File: src/rtl/led_seq_pkg.sv
// Shared encodings for the LED PIO sequencer.
// Modes, event ops, PIO register offsets and FSM states.
package led_seq_pkg;

  localparam logic [1:0] MODE_HOLD   = 2'd0;
  localparam logic [1:0] MODE_BLINK  = 2'd1;
  localparam logic [1:0] MODE_CHASE  = 2'd2;
  localparam logic [1:0] MODE_BOUNCE = 2'd3;

  localparam logic [1:0] OP_WRITE = 2'd0;
  localparam logic [1:0] OP_SET   = 2'd1;
  localparam logic [1:0] OP_CLR   = 2'd2;
  localparam logic [1:0] OP_RSVD  = 2'd3;

  localparam logic [2:0] PIO_DATA   = 3'd0;
  localparam logic [2:0] PIO_OUTSET = 3'd4;
  localparam logic [2:0] PIO_OUTCLR = 3'd5;

  typedef enum logic {
    ST_IDLE  = 1'b0,
    ST_WRITE = 1'b1
  } state_e;

endpackage

File: src/rtl/led_pio_sequencer_tick.sv
// Pattern-step prescaler: counts 0..TICK_DIV-1 while enabled.
// Held at zero when disabled, so no tick can fire.
module led_tick_gen #(
  parameter int TICK_DIV = 5000000,
  parameter int CNT_W    = 24
) (
  input  logic clk,
  input  logic reset,
  input  logic enable_i,
  output logic tick_o
);

  localparam logic [CNT_W-1:0] LAST = CNT_W'(TICK_DIV - 1);

  logic [CNT_W-1:0] cnt_q, cnt_d;

  assign tick_o = enable_i && (cnt_q == LAST);

  // Next count: wrap at LAST, clear when disabled.
  always_comb begin
    cnt_d = '0;
    if (enable_i && (cnt_q != LAST))
      cnt_d = cnt_q + CNT_W'(1);
  end

  // Counter register.
  always_ff @(posedge clk or posedge reset) begin
    if (reset) cnt_q <= '0;
    else       cnt_q <= cnt_d;
  end

endmodule

File: src/rtl/led_pio_sequencer.sv
// LED PIO write master: pattern engine, event arbiter, shadow.
// Events always beat pattern writes for the single PIO port.
module led_pio_sequencer
  import led_seq_pkg::*;
#(
  parameter int LED_W    = 8,
  parameter int TICK_DIV = 5000000,
  parameter int CNT_W    = 24
) (
  input  logic             clk,
  input  logic             reset,
  input  logic             enable,
  input  logic [1:0]       mode,
  input  logic             evt_valid,
  output logic             evt_ready,
  input  logic [1:0]       evt_op,
  input  logic [LED_W-1:0] evt_data,
  output logic [2:0]       pio_address,
  output logic             pio_chipselect,
  output logic             pio_write_n,
  output logic [31:0]      pio_writedata,
  output logic [LED_W-1:0] shadow,
  output logic             busy
);

  localparam logic [LED_W-1:0] ONE =
    {{(LED_W-1){1'b0}}, 1'b1};

  state_e           state_q, state_d;
  logic [1:0]       mode_q;
  logic [LED_W-1:0] pat_q, pat_d;
  logic             dir_q, dir_d;
  logic             pend_q, pend_d;
  logic             cs_q, cs_d;
  logic             wn_q, wn_d;
  logic [2:0]       addr_q, addr_d;
  logic [LED_W-1:0] data_q, data_d;
  logic [LED_W-1:0] shadow_q, shadow_d;

  logic tick;
  logic mode_chg;
  logic pat_set;
  logic idle;
  logic evt_go;
  logic pat_go;

  led_tick_gen #(
    .TICK_DIV (TICK_DIV),
    .CNT_W    (CNT_W)
  ) u_tick (
    .clk      (clk),
    .reset    (reset),
    .enable_i (enable),
    .tick_o   (tick)
  );

  assign mode_chg = (mode != mode_q);
  assign idle     = (state_q == ST_IDLE);
  assign evt_go   = evt_valid && idle
                 && (evt_op != OP_RSVD);
  assign pat_go   = idle && !evt_go && pend_q;

  assign evt_ready      = idle;
  assign busy           = (state_q == ST_WRITE);
  assign pio_address    = addr_q;
  assign pio_chipselect = cs_q;
  assign pio_write_n    = wn_q;
  assign pio_writedata  = {{(32-LED_W){1'b0}}, data_q};
  assign shadow         = shadow_q;

  // Pattern engine: seed on mode change, else step on tick.
  always_comb begin
    pat_d   = pat_q;
    dir_d   = dir_q;
    pat_set = 1'b0;
    if (mode_chg) begin
      dir_d   = 1'b1;
      pat_set = (mode != MODE_HOLD);
      unique case (mode)
        MODE_BLINK:  pat_d = '1;
        MODE_CHASE:  pat_d = ONE;
        MODE_BOUNCE: pat_d = ONE;
        MODE_HOLD:   pat_d = pat_q;
      endcase
    end else if (tick) begin
      pat_set = (mode_q != MODE_HOLD);
      unique case (mode_q)
        MODE_BLINK: pat_d = ~pat_q;
        MODE_CHASE:
          pat_d = {pat_q[LED_W-2:0], pat_q[LED_W-1]};
        MODE_BOUNCE: begin
          if (dir_q) begin
            if (pat_q[LED_W-1]) begin
              pat_d = pat_q >> 1;
              dir_d = 1'b0;
            end else begin
              pat_d = pat_q << 1;
            end
          end else begin
            if (pat_q[0]) begin
              pat_d = pat_q << 1;
              dir_d = 1'b1;
            end else begin
              pat_d = pat_q >> 1;
            end
          end
        end
        MODE_HOLD: pat_d = pat_q;
      endcase
    end
  end

  // Pending flag: new pattern beats launch clear.
  always_comb begin
    pend_d = pend_q;
    if (!enable)      pend_d = 1'b0;
    else if (pat_set) pend_d = 1'b1;
    else if (pat_go)  pend_d = 1'b0;
  end

  // Arbiter FSM and shadow update on write completion.
  always_comb begin
    state_d  = ST_IDLE;
    cs_d     = 1'b0;
    wn_d     = 1'b1;
    addr_d   = addr_q;
    data_d   = data_q;
    shadow_d = shadow_q;
    unique case (state_q)
      ST_IDLE: begin
        unique case (1'b1)
          evt_go: begin
            state_d = ST_WRITE;
            cs_d    = 1'b1;
            wn_d    = 1'b0;
            data_d  = evt_data;
            case (evt_op)
              OP_WRITE: addr_d = PIO_DATA;
              OP_SET:   addr_d = PIO_OUTSET;
              default:  addr_d = PIO_OUTCLR;
            endcase
          end
          pat_go: begin
            state_d = ST_WRITE;
            cs_d    = 1'b1;
            wn_d    = 1'b0;
            addr_d  = PIO_DATA;
            data_d  = pat_q;
          end
          default: ;
        endcase
      end
      ST_WRITE: begin
        case (addr_q)
          PIO_DATA:   shadow_d = data_q;
          PIO_OUTSET: shadow_d = shadow_q | data_q;
          PIO_OUTCLR: shadow_d = shadow_q & ~data_q;
          default:    shadow_d = shadow_q;
        endcase
      end
    endcase
  end

  // State, pattern and registered PIO outputs.
  always_ff @(posedge clk or posedge reset) begin
    if (reset) begin
      state_q  <= ST_IDLE;
      mode_q   <= MODE_HOLD;
      pat_q    <= '0;
      dir_q    <= 1'b1;
      pend_q   <= 1'b0;
      cs_q     <= 1'b0;
      wn_q     <= 1'b1;
      addr_q   <= '0;
      data_q   <= '0;
      shadow_q <= '0;
    end else begin
      state_q  <= state_d;
      mode_q   <= mode;
      pat_q    <= pat_d;
      dir_q    <= dir_d;
      pend_q   <= pend_d;
      cs_q     <= cs_d;
      wn_q     <= wn_d;
      addr_q   <= addr_d;
      data_q   <= data_d;
      shadow_q <= shadow_d;
    end
  end

endmodule

File: config.mk
export PLATFORM = sky130hd
export DESIGN_NAME = led_pio_sequencer
export DESIGN_NICKNAME = d
export VERILOG_FILES = /design/src/rtl/led_seq_pkg.sv /design/src/rtl/led_pio_sequencer_tick.sv /design/src/rtl/led_pio_sequencer.sv
export SDC_FILE = /design/constraint.sdc
export NUM_CORES = 1
export LEC_CHECK = 0
export CAP_MARGIN = 5
export CORE_MARGIN = 5
export CORE_UTILIZATION = 33
export CTS_BUF_LIST = sky130_fd_sc_hd__clkbuf_8
export DETAILED_ROUTE_END_ITERATION = 16
export PLACE_DENSITY_LB_ADDON = 0.12
export RECOVER_POWER = 100
export REMOVE_ABC_BUFFERS = 1
export SLEW_MARGIN = 10
export SYNTH_ARGS = -nofsm -noshare
export SYNTH_HDL_FRONTEND = slang
export SYNTH_SLANG_ARGS = --single-unit
File: constraint.sdc
create_clock -name clk -period 5 [get_ports clk]
set_input_delay 0.5 -clock clk [delete_from_list [all_inputs] [get_ports clk]]
set_output_delay 0.5 -clock clk [all_outputs]
set_load 0.02 [all_outputs]
==> flow_metrics.tcl <==
set metrics [dict create \
    fin_ws_ns 2.28 \
    powerDensity_nw_per_um2 366 \
    cts_buffers 5 \
    finalHoldViolCount 0 \
    critPathRequiredTime_ns 5.21 \
    crit_type "reg2reg" \
    core_sq_um 9640 \
    drv_cap 1 \
    fmax_mhz 368 \
    clock_path_buffers 2 \
    p_int_mw 0.877 \
    cts_root_buffer "clkbuf_8" \
    ant_nets 0 \
    grt_pass1_vias 2486 \
    drc_errors 0 \
    holdBufCountCts 0 \
    period_share_pct 54.4 \
    power.share.clock_pct 23.3 \
    die_w_um 109 \
    yosys_most_used_dff "dfrtp_1" \
    vdd_drop_max_uv 121 \
    place.gp.congestion 0.805 \
    postSynthCellCount 353 \
    nFillCells 1001 \
    track_usage_pct 12.7 \
    critPathMaxStageDelay_ns 0.82 \
    combPwrFrac_pct 31.2 \
    diodes 0 \
    routedWlPerCell_um 14.5 \
    fin_nets 399 \
    ys_seq_area_share_pct 43.7 \
    clk_latency_ns 0.31 \
    yosys_warnings 0 \
    min_period_ns 2.72 \
    cts_num_sinks 56 \
    setup_viol_count_final 0 \
    synthesis.area_sq_um 3220 \
    leakagePower_nw 1.44 \
    antenna_found_initial 0 \
    ys_ff_latch 56 \
    syn_to_final_growth_pct 15.8 \
    cts_tree "built" \
    fin_area_sq_um 3720 \
    fin_skew_ns 0.00950 \
    rsz0062_at_grt "false" \
    initialDrtViolationCount 107 \
    async_flop_share_pct 100 \
    status "finished with violations" \
    rr_worst_depth 5 \
    dieArea_sq_um 11800 \
    vias 2641 \
    io_pins 63 \
    grt_max_degree 57 \
    clkTransAtPathRegs_ns 0.11 \
    arrival_ns 2.93 \
    die_y_um 109 \
    cpMaxStageDelayCell "clkbuf_1" \
    fin_util_pct 38.6 \
    p_sw_share_pct 35.7 \
    end_kind "flip-flop" \
    cts_setup_buffers 0 \
    drive_gt1_share_pct 4.44 \
    cp_cell_sequence "nor4bb_1 -> nand4_1 -> o21ai_0 -> clkbuf_1 -> o21ba_2" \
    cp_max_fo 24 \
    instances_no_fill 516 \
    worst_slew_pin_slew_ns 1.57 \
    pwr-share-seq_pct 45.5 \
    holdPathStages 1 \
    p_sw_mw 0.487 \
    start_util_pct 33.4 \
    grt.overflow.total 0 \
    port_buffers 37 \
    htree_levels 2 \
    critPathLaunchType "flip-flop" \
    placementRows 36 \
    dp.cells 508 \
    hp-class "reg2reg" \
    post-place-ws_ns 2.48 \
    dpl_cell_area_sq_um 3600 \
    wirelength_mm 7.47 \
    cts_resized 0 \
    dp_hpwl_mm 5.30 \
    drv_slew 19 \
    violations "max-capacitance violations, max-slew violations" \
    grt_pass1_wl_mm 12.3 \
    vias_per_cell 5.12 \
    finalSetupTns_ns 0 \
    relSlewSlack_pct -5.93 \
    first_pass_iters 4 \
    synth_edf_count 0 \
    syn_area_per_cell_sq_um 9.11 \
    yosys.cell_types.count 60 \
]
-- logic make-up after synthesis --
kind of cell,synth area share (%)
buf+inv,9.49
simple gates,20.0
xor+xnor,3.81
compound gates,19.7
other cells,0.117
fa+ha+maj,0.389
mux,2.80
flops,43.7
-- routing by layer --
| metal | global-route usage (%) | vias to the layer above | wire length, um |
|---|---|---|---|
| met5 | 0 | - | 0 |
| met4 | 2.16 | 0 | 30 |
| met3 | 2.31 | 2 | 441 |
| met2 | 20.0 | 86 | 3340 |
| met1 | 18.5 | 1249 | 3660 |
| li1 | - | 1304 | - |
-- worst paths after layout --
check,startpoint,endpoint,slack [ns]
max,u_tick.cnt_q[9],u_tick.cnt_q[13],2.28
min,u_tick.cnt_q[0],u_tick.cnt_q[0],0.49
max reg2reg,u_tick.cnt_q[9],u_tick.cnt_q[13],2.28
min reg2reg,u_tick.cnt_q[0],u_tick.cnt_q[0],0.49
max in group asynchronous,reset,mode_q[0],3.68
min in group asynchronous,reset,u_tick.cnt_q[8],0.83
-- sequential cells by signal (all words and copies together) (netlist names) --
signal	cells
u_tick.cnt_q	24
dir_q	1
mode_q	2
pio_chipselect	1
pend_q	1
pio_write_n	1
data_q	8
pio_address	2
shadow	8
pat_q	8
-- stage by stage --
step           total power, mW  hold WS [ns]
6_report                  1.36         0.493
5_1_grt                   1.45         0.526
4_1_cts                   1.41         0.498
3_5_place_dp              1.09         0.483
3_3_place_gp              1.09         0.481
2_1_floorplan            0.876         0.455
-- worst max-delay path, delay by kind of cell (launching register included) --
kind | cells | cell delay [ns]
buf+inv | 1 | 0.82
simple gates | 2 | 0.81
compound gates | 2 | 0.53
flops | 1 | 0.46
-- synthesized netlist by cell type, drive strengths merged (6+ instances only) --
cell    count  share of area (%)
a211oi      6                1.4
a21oi      26                4.0
a32o        6                1.9
buf        34                7.2
clkbuf      8               0.93
dfrtp      54                 42
inv        12                1.4
mux2i       9                2.8
nand2      25                2.9
nand3      14                2.3
nand4       7                1.6
nor2       33                3.9
nor3        6               0.93
nor4        6                1.2
o21ai      21                3.3
or3         7                1.4
xnor2      11                3.0
-- layout by cell type (no fill, tap or decap), types with 11 or more instances in the layout --
cell type	count
clkdlybuf4s50_1	11
a21oi_1	26
conb_1	25
inv_1	11
dlygate4sd3_1	26
dfrtp_1	54
nor2_1	33
nand3_1	13
nand2_1	25
xnor2_1	11
o21ai_0	20
-- power by group through the flow --
stage	clock (mW)	sequential [mW]	combinational, mW
final	0.318	0.620	0.425
after CTS	0.328	0.625	0.456
after floorplan	0	0.690	0.187
after global placement	0	0.635	0.452
after detailed placement	0	0.635	0.454
after global routing	0.345	0.638	0.470
-- area by class of cell --
cell class	instances	area (sq um)	area share, %
Multi-Input combinational cell	267	1600	42.9
Sequential cell	56	1400	37.7
Timing Repair Buffer	40	389	10.5
Tap cell	133	166	4.47
Clock buffer	6	82.6	2.22
Inverter	12	45.0	1.21
Clock inverter	2	38.8	1.04
(Power assumes the default switching activity.)
